### src/rtl/decode_if.sv
// decode_if: fetch->decode and decode->execute channels for decode_stage.
//   slave  : the decode stage (consumes fetch side, drives execute side)
//   master : the surrounding pipeline / testbench
// Signals:
//   flush                         synchronous pipeline flush
//   in_valid/in_ready/in_instr/in_pc   fetch handshake + payload
//   out_valid/out_ready/out_pc         execute handshake + registered PC
//   opcode..rd, imm                    decoded fields, sign-extended immediate
//   alu_src, reg_write, is_*, illegal  control flags
//   decode_count                       accepted-instruction counter
interface decode_if #(
  parameter int XLEN  = 32,
  parameter int CNT_W = 16
);
  logic             flush;
  logic             in_valid;
  logic             in_ready;
  logic [31:0]      in_instr;
  logic [XLEN-1:0]  in_pc;
  logic             out_valid;
  logic             out_ready;
  logic [XLEN-1:0]  out_pc;
  logic [6:0]       opcode;
  logic [2:0]       funct3;
  logic [6:0]       funct7;
  logic [4:0]       rs1;
  logic [4:0]       rs2;
  logic [4:0]       rd;
  logic [XLEN-1:0]  imm;
  logic             alu_src;
  logic             reg_write;
  logic             is_load;
  logic             is_store;
  logic             is_branch;
  logic             is_jump;
  logic             illegal;
  logic [CNT_W-1:0] decode_count;

  modport slave (
    input  flush, in_valid, in_instr, in_pc, out_ready,
    output in_ready, out_valid, out_pc, opcode, funct3, funct7, rs1, rs2, rd,
           imm, alu_src, reg_write, is_load, is_store, is_branch, is_jump,
           illegal, decode_count
  );

  modport master (
    output flush, in_valid, in_instr, in_pc, out_ready,
    input  in_ready, out_valid, out_pc, opcode, funct3, funct7, rs1, rs2, rd,
           imm, alu_src, reg_write, is_load, is_store, is_branch, is_jump,
           illegal, decode_count
  );
endinterface

### src/rtl/decode_stage.sv
// decode_stage: registered RV32I decode between fetch and execute.
// Ports:
//   clk  rising-edge clock
//   rst  asynchronous active-high reset, clears every output register
//   bus  decode_if.slave: fetch handshake in, decoded bundle + flags out
// One instruction per in_valid/in_ready handshake; bundle appears one cycle
// later and holds while execute stalls. flush drops the held bundle and
// blocks acceptance on that edge.
module decode_stage #(
  parameter int XLEN  = 32,
  parameter int CNT_W = 16
) (
  input  logic     clk,
  input  logic     rst,
  decode_if.slave  bus
);

  localparam logic [6:0] OP_R      = 7'b0110011;
  localparam logic [6:0] OP_IMM    = 7'b0010011;
  localparam logic [6:0] OP_LOAD   = 7'b0000011;
  localparam logic [6:0] OP_STORE  = 7'b0100011;
  localparam logic [6:0] OP_BRANCH = 7'b1100011;
  localparam logic [6:0] OP_JAL    = 7'b1101111;
  localparam logic [6:0] OP_JALR   = 7'b1100111;
  localparam logic [6:0] OP_LUI    = 7'b0110111;
  localparam logic [6:0] OP_AUIPC  = 7'b0010111;

  typedef struct packed {
    logic [XLEN-1:0] pc;
    logic [6:0]      opcode;
    logic [2:0]      funct3;
    logic [6:0]      funct7;
    logic [4:0]      rs1;
    logic [4:0]      rs2;
    logic [4:0]      rd;
    logic [XLEN-1:0] imm;
    logic            alu_src;
    logic            reg_write;
    logic            is_load;
    logic            is_store;
    logic            is_branch;
    logic            is_jump;
    logic            illegal;
  } dec_t;

  dec_t             dec_d, dec_q;
  logic             valid_q;
  logic [CNT_W-1:0] count_q;
  logic             accept;

  logic [31:0]      ins;
  logic [XLEN-1:0]  imm_i, imm_s, imm_b, imm_u, imm_j, imm_sh;

  assign ins = bus.in_instr;

  // Signed casts sign-extend each format from instr[31] to XLEN.
  assign imm_i  = XLEN'($signed(ins[31:20]));
  assign imm_s  = XLEN'($signed({ins[31:25], ins[11:7]}));
  assign imm_b  = XLEN'($signed({ins[31], ins[7], ins[30:25], ins[11:8], 1'b0}));
  assign imm_u  = XLEN'($signed({ins[31:12], 12'b0}));
  assign imm_j  = XLEN'($signed({ins[31], ins[19:12], ins[20], ins[30:21], 1'b0}));
  assign imm_sh = XLEN'(ins[24:20]);   // shamt is unsigned

  always_comb begin
    dec_d        = '0;
    dec_d.pc     = bus.in_pc;
    dec_d.opcode = ins[6:0];
    unique case (ins[6:0])
      OP_R: begin
        dec_d.funct3    = ins[14:12];
        dec_d.funct7    = ins[31:25];
        dec_d.rs1       = ins[19:15];
        dec_d.rs2       = ins[24:20];
        dec_d.rd        = ins[11:7];
        dec_d.reg_write = 1'b1;
      end
      OP_IMM: begin
        dec_d.funct3    = ins[14:12];
        dec_d.rs1       = ins[19:15];
        dec_d.rd        = ins[11:7];
        dec_d.reg_write = 1'b1;
        dec_d.alu_src   = 1'b1;
        // slli/srli/srai carry funct7 and a 5-bit shamt instead of imm12
        if (ins[14:12] == 3'b001 || ins[14:12] == 3'b101) begin
          dec_d.funct7 = ins[31:25];
          dec_d.imm    = imm_sh;
        end else begin
          dec_d.imm    = imm_i;
        end
      end
      OP_LOAD, OP_JALR: begin
        dec_d.funct3    = ins[14:12];
        dec_d.rs1       = ins[19:15];
        dec_d.rd        = ins[11:7];
        dec_d.imm       = imm_i;
        dec_d.reg_write = 1'b1;
        dec_d.alu_src   = 1'b1;
        dec_d.is_load   = (ins[6:0] == OP_LOAD);
        dec_d.is_jump   = (ins[6:0] == OP_JALR);
      end
      OP_STORE: begin
        dec_d.funct3   = ins[14:12];
        dec_d.rs1      = ins[19:15];
        dec_d.rs2      = ins[24:20];
        dec_d.imm      = imm_s;
        dec_d.alu_src  = 1'b1;
        dec_d.is_store = 1'b1;
      end
      OP_BRANCH: begin
        dec_d.funct3    = ins[14:12];
        dec_d.rs1       = ins[19:15];
        dec_d.rs2       = ins[24:20];
        dec_d.imm       = imm_b;
        dec_d.alu_src   = 1'b1;
        dec_d.is_branch = 1'b1;
        // funct3 010/011 are unassigned branch encodings
        dec_d.illegal   = (ins[14:13] == 2'b01);
      end
      OP_JAL: begin
        dec_d.rd        = ins[11:7];
        dec_d.imm       = imm_j;
        dec_d.reg_write = 1'b1;
        dec_d.alu_src   = 1'b1;
        dec_d.is_jump   = 1'b1;
      end
      OP_LUI, OP_AUIPC: begin
        dec_d.rd        = ins[11:7];
        dec_d.imm       = imm_u;
        dec_d.reg_write = 1'b1;
        dec_d.alu_src   = 1'b1;
      end
      default: begin
        // Unknown opcode: report raw fields, no class flags, imm = 0.
        dec_d.funct3  = ins[14:12];
        dec_d.funct7  = ins[31:25];
        dec_d.rs1     = ins[19:15];
        dec_d.rs2     = ins[24:20];
        dec_d.rd      = ins[11:7];
        dec_d.illegal = 1'b1;
      end
    endcase
  end

  assign bus.in_ready = !bus.flush && (!valid_q || bus.out_ready);
  assign accept       = bus.in_valid && bus.in_ready;

  always_ff @(posedge clk or posedge rst) begin
    if (rst) begin
      dec_q   <= '0;
      valid_q <= 1'b0;
      count_q <= '0;
    end else if (bus.flush) begin
      valid_q <= 1'b0;
    end else if (accept) begin
      dec_q   <= dec_d;
      valid_q <= 1'b1;
      count_q <= count_q + CNT_W'(1);
    end else if (bus.out_ready) begin
      valid_q <= 1'b0;
    end
  end

  assign bus.out_valid    = valid_q;
  assign bus.out_pc       = dec_q.pc;
  assign bus.opcode       = dec_q.opcode;
  assign bus.funct3       = dec_q.funct3;
  assign bus.funct7       = dec_q.funct7;
  assign bus.rs1          = dec_q.rs1;
  assign bus.rs2          = dec_q.rs2;
  assign bus.rd           = dec_q.rd;
  assign bus.imm          = dec_q.imm;
  assign bus.alu_src      = dec_q.alu_src;
  assign bus.reg_write    = dec_q.reg_write;
  assign bus.is_load      = dec_q.is_load;
  assign bus.is_store     = dec_q.is_store;
  assign bus.is_branch    = dec_q.is_branch;
  assign bus.is_jump      = dec_q.is_jump;
  assign bus.illegal      = dec_q.illegal;
  assign bus.decode_count = count_q;

endmodule

### src/flat_wrapper.sv
// flat-port wrapper written by rule: the top's interface ports become plain ports
module decode_stage_flat 
#(
  parameter int XLEN  = 32,
  parameter int CNT_W = 16
)
  (clk, rst, bus_flush, bus_in_valid, bus_in_instr, bus_in_pc, bus_out_ready, bus_in_ready, bus_out_valid, bus_out_pc, bus_opcode, bus_funct3, bus_funct7, bus_rs1, bus_rs2, bus_rd, bus_imm, bus_alu_src, bus_reg_write, bus_is_load, bus_is_store, bus_is_branch, bus_is_jump, bus_illegal, bus_decode_count);
  decode_if #(.XLEN(XLEN), .CNT_W(CNT_W)) bus_i ();
  input  logic clk;
  input  logic rst;
  input wire logic [$bits(bus_i.flush)-1:0] bus_flush;
  input wire logic [$bits(bus_i.in_valid)-1:0] bus_in_valid;
  input wire logic [$bits(bus_i.in_instr)-1:0] bus_in_instr;
  input wire logic [$bits(bus_i.in_pc)-1:0] bus_in_pc;
  input wire logic [$bits(bus_i.out_ready)-1:0] bus_out_ready;
  output wire logic [$bits(bus_i.in_ready)-1:0] bus_in_ready;
  output wire logic [$bits(bus_i.out_valid)-1:0] bus_out_valid;
  output wire logic [$bits(bus_i.out_pc)-1:0] bus_out_pc;
  output wire logic [$bits(bus_i.opcode)-1:0] bus_opcode;
  output wire logic [$bits(bus_i.funct3)-1:0] bus_funct3;
  output wire logic [$bits(bus_i.funct7)-1:0] bus_funct7;
  output wire logic [$bits(bus_i.rs1)-1:0] bus_rs1;
  output wire logic [$bits(bus_i.rs2)-1:0] bus_rs2;
  output wire logic [$bits(bus_i.rd)-1:0] bus_rd;
  output wire logic [$bits(bus_i.imm)-1:0] bus_imm;
  output wire logic [$bits(bus_i.alu_src)-1:0] bus_alu_src;
  output wire logic [$bits(bus_i.reg_write)-1:0] bus_reg_write;
  output wire logic [$bits(bus_i.is_load)-1:0] bus_is_load;
  output wire logic [$bits(bus_i.is_store)-1:0] bus_is_store;
  output wire logic [$bits(bus_i.is_branch)-1:0] bus_is_branch;
  output wire logic [$bits(bus_i.is_jump)-1:0] bus_is_jump;
  output wire logic [$bits(bus_i.illegal)-1:0] bus_illegal;
  output wire logic [$bits(bus_i.decode_count)-1:0] bus_decode_count;
  assign bus_i.flush = bus_flush;
  assign bus_i.in_valid = bus_in_valid;
  assign bus_i.in_instr = bus_in_instr;
  assign bus_i.in_pc = bus_in_pc;
  assign bus_i.out_ready = bus_out_ready;
  assign bus_in_ready = bus_i.in_ready;
  assign bus_out_valid = bus_i.out_valid;
  assign bus_out_pc = bus_i.out_pc;
  assign bus_opcode = bus_i.opcode;
  assign bus_funct3 = bus_i.funct3;
  assign bus_funct7 = bus_i.funct7;
  assign bus_rs1 = bus_i.rs1;
  assign bus_rs2 = bus_i.rs2;
  assign bus_rd = bus_i.rd;
  assign bus_imm = bus_i.imm;
  assign bus_alu_src = bus_i.alu_src;
  assign bus_reg_write = bus_i.reg_write;
  assign bus_is_load = bus_i.is_load;
  assign bus_is_store = bus_i.is_store;
  assign bus_is_branch = bus_i.is_branch;
  assign bus_is_jump = bus_i.is_jump;
  assign bus_illegal = bus_i.illegal;
  assign bus_decode_count = bus_i.decode_count;
  decode_stage #(.XLEN(XLEN), .CNT_W(CNT_W)) u_core (.clk(clk), .rst(rst), .bus(bus_i));
endmodule
### config.mk
export PLATFORM = sky130hd
export DESIGN_NAME = decode_stage_flat
export DESIGN_NICKNAME = d
export VERILOG_FILES = /design/src/rtl/decode_if.sv /design/src/rtl/decode_stage.sv /design/src/flat_wrapper.sv
export SDC_FILE = /design/constraint.sdc
export NUM_CORES = 1
export LEC_CHECK = 0
export CORE_MARGIN = 2
export CORE_UTILIZATION = 44
export DETAILED_ROUTE_END_ITERATION = 8
export GPL_TIMING_DRIVEN = 0
export PLACE_DENSITY = 0.81
export REMOVE_ABC_BUFFERS = 1
export SLEW_MARGIN = 20
export SYNTH_ARGS = -nofsm -noshare
export SYNTH_HDL_FRONTEND = slang
export SYNTH_SLANG_ARGS = --single-unit
### constraint.sdc
create_clock -name clk -period 4.93 [get_ports clk]
set_input_delay 0.493 -clock clk [delete_from_list [all_inputs] [get_ports clk]]
set_output_delay 0.493 -clock clk [all_outputs]
set_load 0.02 [all_outputs]
======== Word level (Yosys, flattened, before mapping) ========
Cells that the tools add are included.
word-level totals
  register bits after elaboration ......... 120
  bits of input ports ..................... 69
  output and inout port bits .............. 121
  word-level logic and storage cells ...... 64
operators by class
  $add $sub $neg .......................... 1
  equal/unequal tests ..................... 12
  mux-type cells .......................... 17
  bitwise gates (word level) .............. 1
  reductions and logical operators ........ 16
operators by type and width
  kind                                            count
  case mux 33 bit (6 select lines)                1
  two-way mux 32 bit                              1
  == test 7 x 6 -> 1 bit (second input constant)  3
  == test 7 bit (second input constant)           3
  adder 16 x 1 -> 16 bit (second input constant)  1
  two-way mux 5 bit                               3
  == test 7 x 5 -> 1 bit (second input constant)  2
  case mux 7 bit (2 select lines)                 1
  OR reduction 7 bit                              2
  OR reduction 8 bit                              1
  == test 7 x 2 -> 1 bit (second input constant)  1
  two-way mux 1 bit                               7
  two-way mux 7 bit                               1
  OR reduction 2 bit                              3
  OR reduction 6 bit                              1
  case mux 1 bit (2 select lines)                 2
  == test 3 x 1 -> 1 bit (second input constant)  1
  == test 3 bit (second input constant)           1
  two-way mux 3 bit                               1
  nonzero test 3 bit                              1
  OR reduction 3 bit                              1
  == test 2 x 1 -> 1 bit (second input constant)  1
  logical AND 1 bit                               2
  zero test 1 bit                                 2
  3 further kinds                                 4

======== Longest topological paths before layout ========
Gate-level depths: netlist (run 1).
  depth after elaboration ................. 6
  depth in mapped cells ................... 7
  depth with buffers taken out ............ 5

======== Least setup slack after synthesis (run 1) ========
OpenSTA, ideal clock, no wires.
  path kind ............................... input port to flip-flop
  start ................................... input port bus_in_instr[4]
  end ..................................... register u_core.dec_q, in the netlist u_core.bus.imm[25]
  library setup time ...................... 0.088 ns
  data arrival time ....................... 2.092 ns
  setup slack ............................. 2.750 ns
  stages on the path ...................... 7
  path buffers ............................ 2
  path through ............................ buf_6 -> mux2_2 -> o311a_1 -> or3_4 -> or3b_1 -> buf_6 -> o211ai_1
between the ends
  cells in the longest elaborated chain, start to end .. 3
RTL lines
  element                                         RTL line             text
  start, declared                                 flat_wrapper.sv:13   input wire logic [$bits(bus_i.in_instr)-1:0] bus_in_instr;
  == test 7 x 6 -> 1 bit (tied with other cells)  decode_stage.sv:68   unique case (ins[6:0])
  OR reduction 2 bit                              -
  case mux 33 bit (6 select lines) *              decode_stage.sv:68
  end signal, assigned                            decode_stage.sv:149  dec_q <= '0;
  end signal, assigned                            decode_stage.sv:155  dec_q <= dec_d;
  end, declared                                   decode_stage.sv:46   dec_t dec_d, dec_q;
Every way passes the cells marked *; elsewhere a longest branch is shown, timed or not.
A chain may end at the register's enable or synchronous reset.

======== Worst setup path after layout (run 1) ========
  start ................................... input port bus_out_ready
  end ..................................... register u_core.dec_q, in the netlist u_core.bus.imm[27]
between the ends
  cells in the longest elaborated chain, start to end .. 4
RTL lines
  element                        RTL line             text
  start, declared                flat_wrapper.sv:15   input wire logic [$bits(bus_i.out_ready)-1:0] bus_out_ready;
  logical OR 1 bit               decode_stage.sv:144  assign bus.in_ready = !bus.flush && (!valid_q || bus.out_ready);
  logical AND 1 bit              decode_stage.sv:144
  logical AND 1 bit              decode_stage.sv:145  assign accept = bus.in_valid && bus.in_ready;
  AND reduction 2 bit (no line)  -
Every way passes these cells.

==> impl_metrics.tcl, run 1 <==
set metrics [dict create \
    clkPwrFrac 0.430 \
    leakagePower_nw 3.41 \
    ant_nets 0 \
    cellPowerDensity_nw_per_um2 419 \
    final_hold_viol_count 0 \
    cts-root-buf "clkbuf_8" \
    netSwitchingPower_mw 0.834 \
    critPathCaptureType "register" \
    synth_compound_area_frac 0.105 \
    maxCapViolCount 0 \
    synth_top_flop_cell "dfrtp_1" \
    yosysSeqAreaShare 0.615 \
    clkLatencyLatePin_ns 0.51 \
    crit_chain "clkdlybuf4s50_1, nand2b_1, nand3_4, buf_16, or3_4, or3b_1, o211ai_1" \
    io_pins 190 \
    place.gp.congestion 0.795 \
    synth_cell_type_count 39 \
    antennaDiodeCount 0 \
    worst_pin_slew_ns 1.06 \
    synth_top_family_by_area "simple AND/OR/NAND/NOR gates" \
    clockBufferDepth 2 \
    fin_crit_ns 2.84 \
    slew_headroom 0.291 \
    rsz0062_at_grt "false" \
    fmax_mhz 352 \
    p_sw_frac 0.263 \
    hp-class "in -> async" \
    peakVddDrop_uv 235 \
    core_um2 10800 \
    synth_xor_xnor_area_share 0.0269 \
    start_kind "input port" \
    ys_ff_latch 120 \
    drt-pass1-iter-count 4 \
    worstPathRequired_ns 5.35 \
    synthMuxAreaShare 0.00692 \
    yosysTopAreaCellShare 0.615 \
    area_growth_pct 55.0 \
    place_ws_ns 1.58 \
    hpwl_um 9240 \
    final_cells 820 \
    cts_inserted_buffers 17 \
    status "finished clean" \
    pwr-share-seq 0.370 \
    yosys-top-cells-count "nand2_1 (172), dfrtp_1 (120), nor2_1 (24)" \
    drcViolationCount 0 \
    viasPerCell 5.16 \
    cts_tree "done" \
    yosysWarningCount 0 \
    cts.clk_slew.worst_paths_ns 0.06 \
    netlist_top_cells_area "dfrtp_1 (61%), nand2_1 (13%), a22o_1 (3.4%)" \
    fillers 838 \
    syn_inst 484 \
    layout-drive-gt1-share 0.0618 \
    syn_area_per_cell_um2 10.1 \
    die_w_um 109 \
    start_util 0.451 \
    post_cts_resized 0 \
    synth_area_leader_cell "dfrtp_1" \
    die_area_um2 12000 \
    finalSetupViolations 0 \
    antenna_found_initial 0 \
    grt_max_degree 71 \
    overflow 0 \
    synth_edf_count 0 \
    fin_worst_skew_ns 0.00544 \
    cp_top_family "simple AND/OR/NAND/NOR gates" \
    cp_max_fo 70 \
    synthSimpleGateAreaFrac 0.216 \
    critPathBufInv 2 \
    num_rows 38 \
    final_nets 737 \
    dp.cells 788 \
    htreeDepth 4 \
    crit_start "bus_out_ready" \
    wire_per_inst_um 16.5 \
    max_stage_delay_ns 0.58 \
    setup_slack_ns 2.09 \
    cp_slowest_cell "or3b_1" \
    power.internal_mw 2.34 \
    grt_pass1_vias 4206 \
    io_buffers 189 \
    drtIter0Drc 288 \
    worstSetupPathType "in -> reg" \
    via_count 4232 \
    p_total_mw 3.17 \
    drt_wl_total_um 13500 \
    cts-hold-fix-buffers 0 \
    grt_pass1_wl_um 21000 \
    clkSinkCount 120 \
    crit_arrival_ns 3.26 \
    cts_setup_buffers 0 \
    async_flop_share 1.00 \
    synth_most_common_cell "nand2_1" \
    slew_viol_final 0 \
    grt.total_usage 0.229 \
    synthAdderAreaFrac 0.00256 \
    synth_area_um2 4880 \
    r2r_start "u_core.bus.out_valid" \
    pwr-share-comb 0.199 \
    dieHeight_um 109 \
    fin_crit_sh 0.577 \
]
## per-stage QoR
stage                     utilization  instance area (um^2)  TNS, ns  hold slack [ns]
final                           0.699                  7570        0            0.411
after global routing            0.699                  7570        0            0.439
after CTS                       0.698                  7570        0            0.411
after detailed placement        0.637                  6910        0            0.462
after global placement          0.630                  6830   -73.27            0.456
after floorplan                     -                  4770        0            0.559
## power groups by stage
stage | clock network [mW] | registers [mW] | logic, mW
final | 1.37 | 1.17 | 0.632
after global routing | 1.43 | 1.19 | 0.679
after CTS | 1.39 | 1.17 | 0.639
after detailed placement | 0 | 1.19 | 0.635
after global placement | 0 | 1.18 | 0.619
after floorplan | 0 | 1.32 | 0.151
## cells by family (layout without fill, tap and decap cells)
logic type	after synthesis	after routing
flops	120	120
xor+xnor	15	15
simple gates	246	246
fa+ha+maj	1	1
buf+inv	31	227
compound gates	68	68
mux	3	3
## worst paths after layout
path,cells past startpoint,end,slack (ns)
min in group clk,1,u_core.bus.decode_count[15],0.47
worst max register to register,6,u_core.bus.imm[27],2.20
worst max-delay path,7,u_core.bus.imm[27],2.09
worst min-delay path,2,u_core.bus.out_pc[14],0.41
worst min register to register,1,u_core.bus.decode_count[15],0.47
max in group asynchronous,3,u_core.bus.imm[11],3.82
## per-layer routing
layer	GRT usage	wire [um]
met1	0.282	5620
met2	0.383	6750
met3	0.0717	986
met4	0.0750	189
met5	0	0
## placed cells by master (no fill, tap or decap), types with 4 or more instances in the layout
master / Yosys / routed
o21ai_0: 19 / 19
a221oi_1: 4 / 4
bufinv_16: 0 / 6
or3_1: 4 / 4
a221o_1: 8 / 8
clkdlybuf4s50_1: 0 / 189
o211ai_1: 6 / 6
nand2_1: 172 / 172
nand3_1: 20 / 19
nor2_1: 24 / 24
dfrtp_1: 120 / 120
clkbuf_16: 0 / 16
xnor2_1: 12 / 12
nand4_1: 4 / 4
a22o_1: 19 / 19
## area by class of cell
cell class / count / area (um^2) / share of cell area
flip-flops and latches: 120 / 3000 / 0.396
repair buffers: 191 / 1950 / 0.257
multi-input cells: 333 / 1770 / 0.234
clock buffers: 20 / 435 / 0.0575
clock inverters: 12 / 223 / 0.0294
well taps: 140 / 175 / 0.0231
inverters: 4 / 20.0 / 0.00264
## state kept, by name (all words and copies together), names as in the netlist
register / flops
u_core.bus.is_branch: 1
u_core.bus.opcode: 7
u_core.bus.is_load: 1
u_core.bus.is_jump: 1
u_core.bus.rs2: 5
u_core.bus.out_pc: 32
u_core.bus.funct7: 7
u_core.bus.is_store: 1
u_core.bus.alu_src: 1
u_core.bus.out_valid: 1
u_core.bus.decode_count: 16
u_core.bus.funct3: 3
u_core.bus.rd: 5
u_core.bus.illegal: 1
u_core.bus.imm: 32
u_core.bus.rs1: 5
u_core.bus.reg_write: 1
Note: power is estimated with default switching activity, not from simulation.
==> run 2, diff against run 1 <==
--- a/config.mk
+++ b/config.mk
@@ -6,10 +6,10 @@
 export NUM_CORES = 1
 export LEC_CHECK = 0
 export CORE_MARGIN = 2
-export CORE_UTILIZATION = 44
+export CORE_UTILIZATION = 40
 export DETAILED_ROUTE_END_ITERATION = 8
 export GPL_TIMING_DRIVEN = 0
-export PLACE_DENSITY = 0.81
+export PLACE_DENSITY = 0.77
 export REMOVE_ABC_BUFFERS = 1
 export SLEW_MARGIN = 20
 export SYNTH_ARGS = -nofsm -noshare
==> constraint.sdc (replaced) <==
create_clock -name clk -period 2.5 [get_ports clk]
set_input_delay 0.25 -clock clk [delete_from_list [all_inputs] [get_ports clk]]
set_output_delay 0.25 -clock clk [all_outputs]
set_load 0.02 [all_outputs]
==> impl_metrics.tcl, run 2 (same netlist as run 1, synthesis figures left out) <==
set metrics [dict create \
    die_w_um 115 \
    fin_worst_skew_ns 0.00556 \
    cts-hold-fix-buffers 0 \
    maxCapViolCount 0 \
    fin_crit_sh 0.959 \
    setup_slack_ns 0.104 \
    clkLatencyLatePin_ns 0.41 \
    final_cell_mix "clkdlybuf4s50_1 (189), nand2_1 (172), dfrtp_1 (120), nor2_1 (23)" \
    drtIter0Drc 338 \
    rsz0062_at_grt "false" \
    num_rows 40 \
    io_buffers 189 \
    grt_pass1_vias 4434 \
    peakVddDrop_uv 421 \
    finalSetupViolations 0 \
    fin_crit_ns 2.40 \
    overflow 0 \
    io_pins 190 \
    status "finished clean" \
    worstSetupPathType "reg -> reg" \
    htreeDepth 4 \
    place_ws_ns -0.826 \
    worst_pin_slew_ns 0.790 \
    slew_headroom 0.473 \
    hpwl_um 9560 \
    final_common_cell "clkdlybuf4s50_1" \
    cts_tree "done" \
    cts_inserted_buffers 17 \
    antennaDiodeCount 0 \
    dieHeight_um 115 \
    layout-drive-gt1-share 0.0674 \
    start_kind "register" \
    cp_max_fo 49 \
    drcViolationCount 0 \
    die_area_um2 13100 \
    cellPowerDensity_nw_per_um2 780 \
    cts.clk_slew.worst_paths_ns 0.05 \
    place.gp.congestion 0.817 \
    viasPerCell 5.20 \
    cts-root-buf "clkbuf_16" \
    hp-class "in -> async" \
    antenna_found_initial 0 \
    start_util 0.408 \
    clkSinkCount 120 \
    drt-pass1-iter-count 4 \
    wire_per_inst_um 17.0 \
    place_area_um2 6910 \
    leakagePower_nw 3.38 \
    clockBufferDepth 2 \
    grt_max_degree 82 \
    grt.total_usage 0.220 \
    worstPathRequired_ns 2.84 \
    final_hold_viol_count 0 \
    ant_nets 0 \
    critPathCaptureType "register" \
    fin_area_um2 7500 \
    area_growth_pct 53.6 \
    fmax_mhz 417 \
    crit_arrival_ns 2.73 \
    final_nets 739 \
    via_count 4308 \
    core_um2 12000 \
    drt_wl_total_um 14100 \
    grt_pass1_wl_um 22300 \
    slew_viol_final 0 \
]
-- run 2: cell types whose count changed in the layout (fill, tap and decap cells not counted), moves of 2 or more --
cell,before,now
clkinv_2,2,9
clkinvlp_4,2,0
nand3_2,0,2
bufinv_16,6,2
clkinv_4,2,0
-- run 2: path summary, 6_finish.rpt --
path | slack, ns | end | start | cells past startpoint
setup / recovery | 0.10 | u_core.bus.imm[15] | u_core.bus.out_valid | 6
hold / removal | 0.22 | u_core.bus.out_pc[8] | rst | 2
setup reg to reg | 0.10 | u_core.bus.imm[15] | u_core.bus.out_valid | 6
hold reg to reg | 0.47 | u_core.bus.decode_count[15] | u_core.bus.decode_count[15] | 1
max in group asynchronous | 1.53 | u_core.bus.imm[22] | rst | 3
min in group clk | 0.38 | u_core.bus.out_pc[29] | bus_in_pc[29] | 3
-- run 2: through the flow --
| stage | hold WS, ns | std cells | TNS, ns | utilization | power (mW) |
|---|---|---|---|---|---|
| after floorplan | 0.316 | 457 | -212.92 | - | 2.90 |
| after global placement | 0.457 | 793 | -580.38 | 0.572 | 3.55 |
| after detailed placement | 0.462 | 795 | -22.79 | 0.578 | 3.59 |
| after CTS | 0.233 | 829 | 0 | 0.627 | 5.91 |
| after global routing | 0.257 | 829 | 0 | 0.627 | 6.10 |
| final | 0.225 | 829 | 0 | 0.627 | 5.85 |
-- run 2: per-layer routing --
layer / GRT usage / vias up / wire length (um)
li1: - / 2011 / -
met1: 0.273 / 2116 / 5890
met2: 0.366 / 162 / 7060
met3: 0.0609 / 19 / 969
met4: 0.0821 / 0 / 203
met5: 0 / - / 0
-- run 2: timing repair --
item	4_1_cts	5_1_grt
gates resized for setup	3	1
endpoints found under the setup margin	27	4
hold endpoints to repair	0	0
pin swaps	1	0
gates cloned	2	0
setup buffers	0	0
-- run 2: cell type report --
type	count	area (um^2)
sequential	120	3000
clock buffer	21	450
fill	960	4460
inverter	4	20.0
tap	147	184
clock inverter	11	105
multi-input combinational	335	1800
timing repair buffer	191	1940
-- run 2: worst max-delay path, stage by stage, from the launching register on --
cell      delay (ns)
dfrtp_1         0.39
nand2b_1        0.27
nand3_4         0.30
buf_12          0.27
or3_4           0.43
a21oi_2         0.40
a221o_1         0.24
-- run 2: report_power, final --
group	switching [mW]	total [mW]	internal, mW
clock	0.812	2.28	1.47
sequential	0.155	2.32	2.16
combinational	0.646	1.25	0.603
total	1.61	5.85	4.24
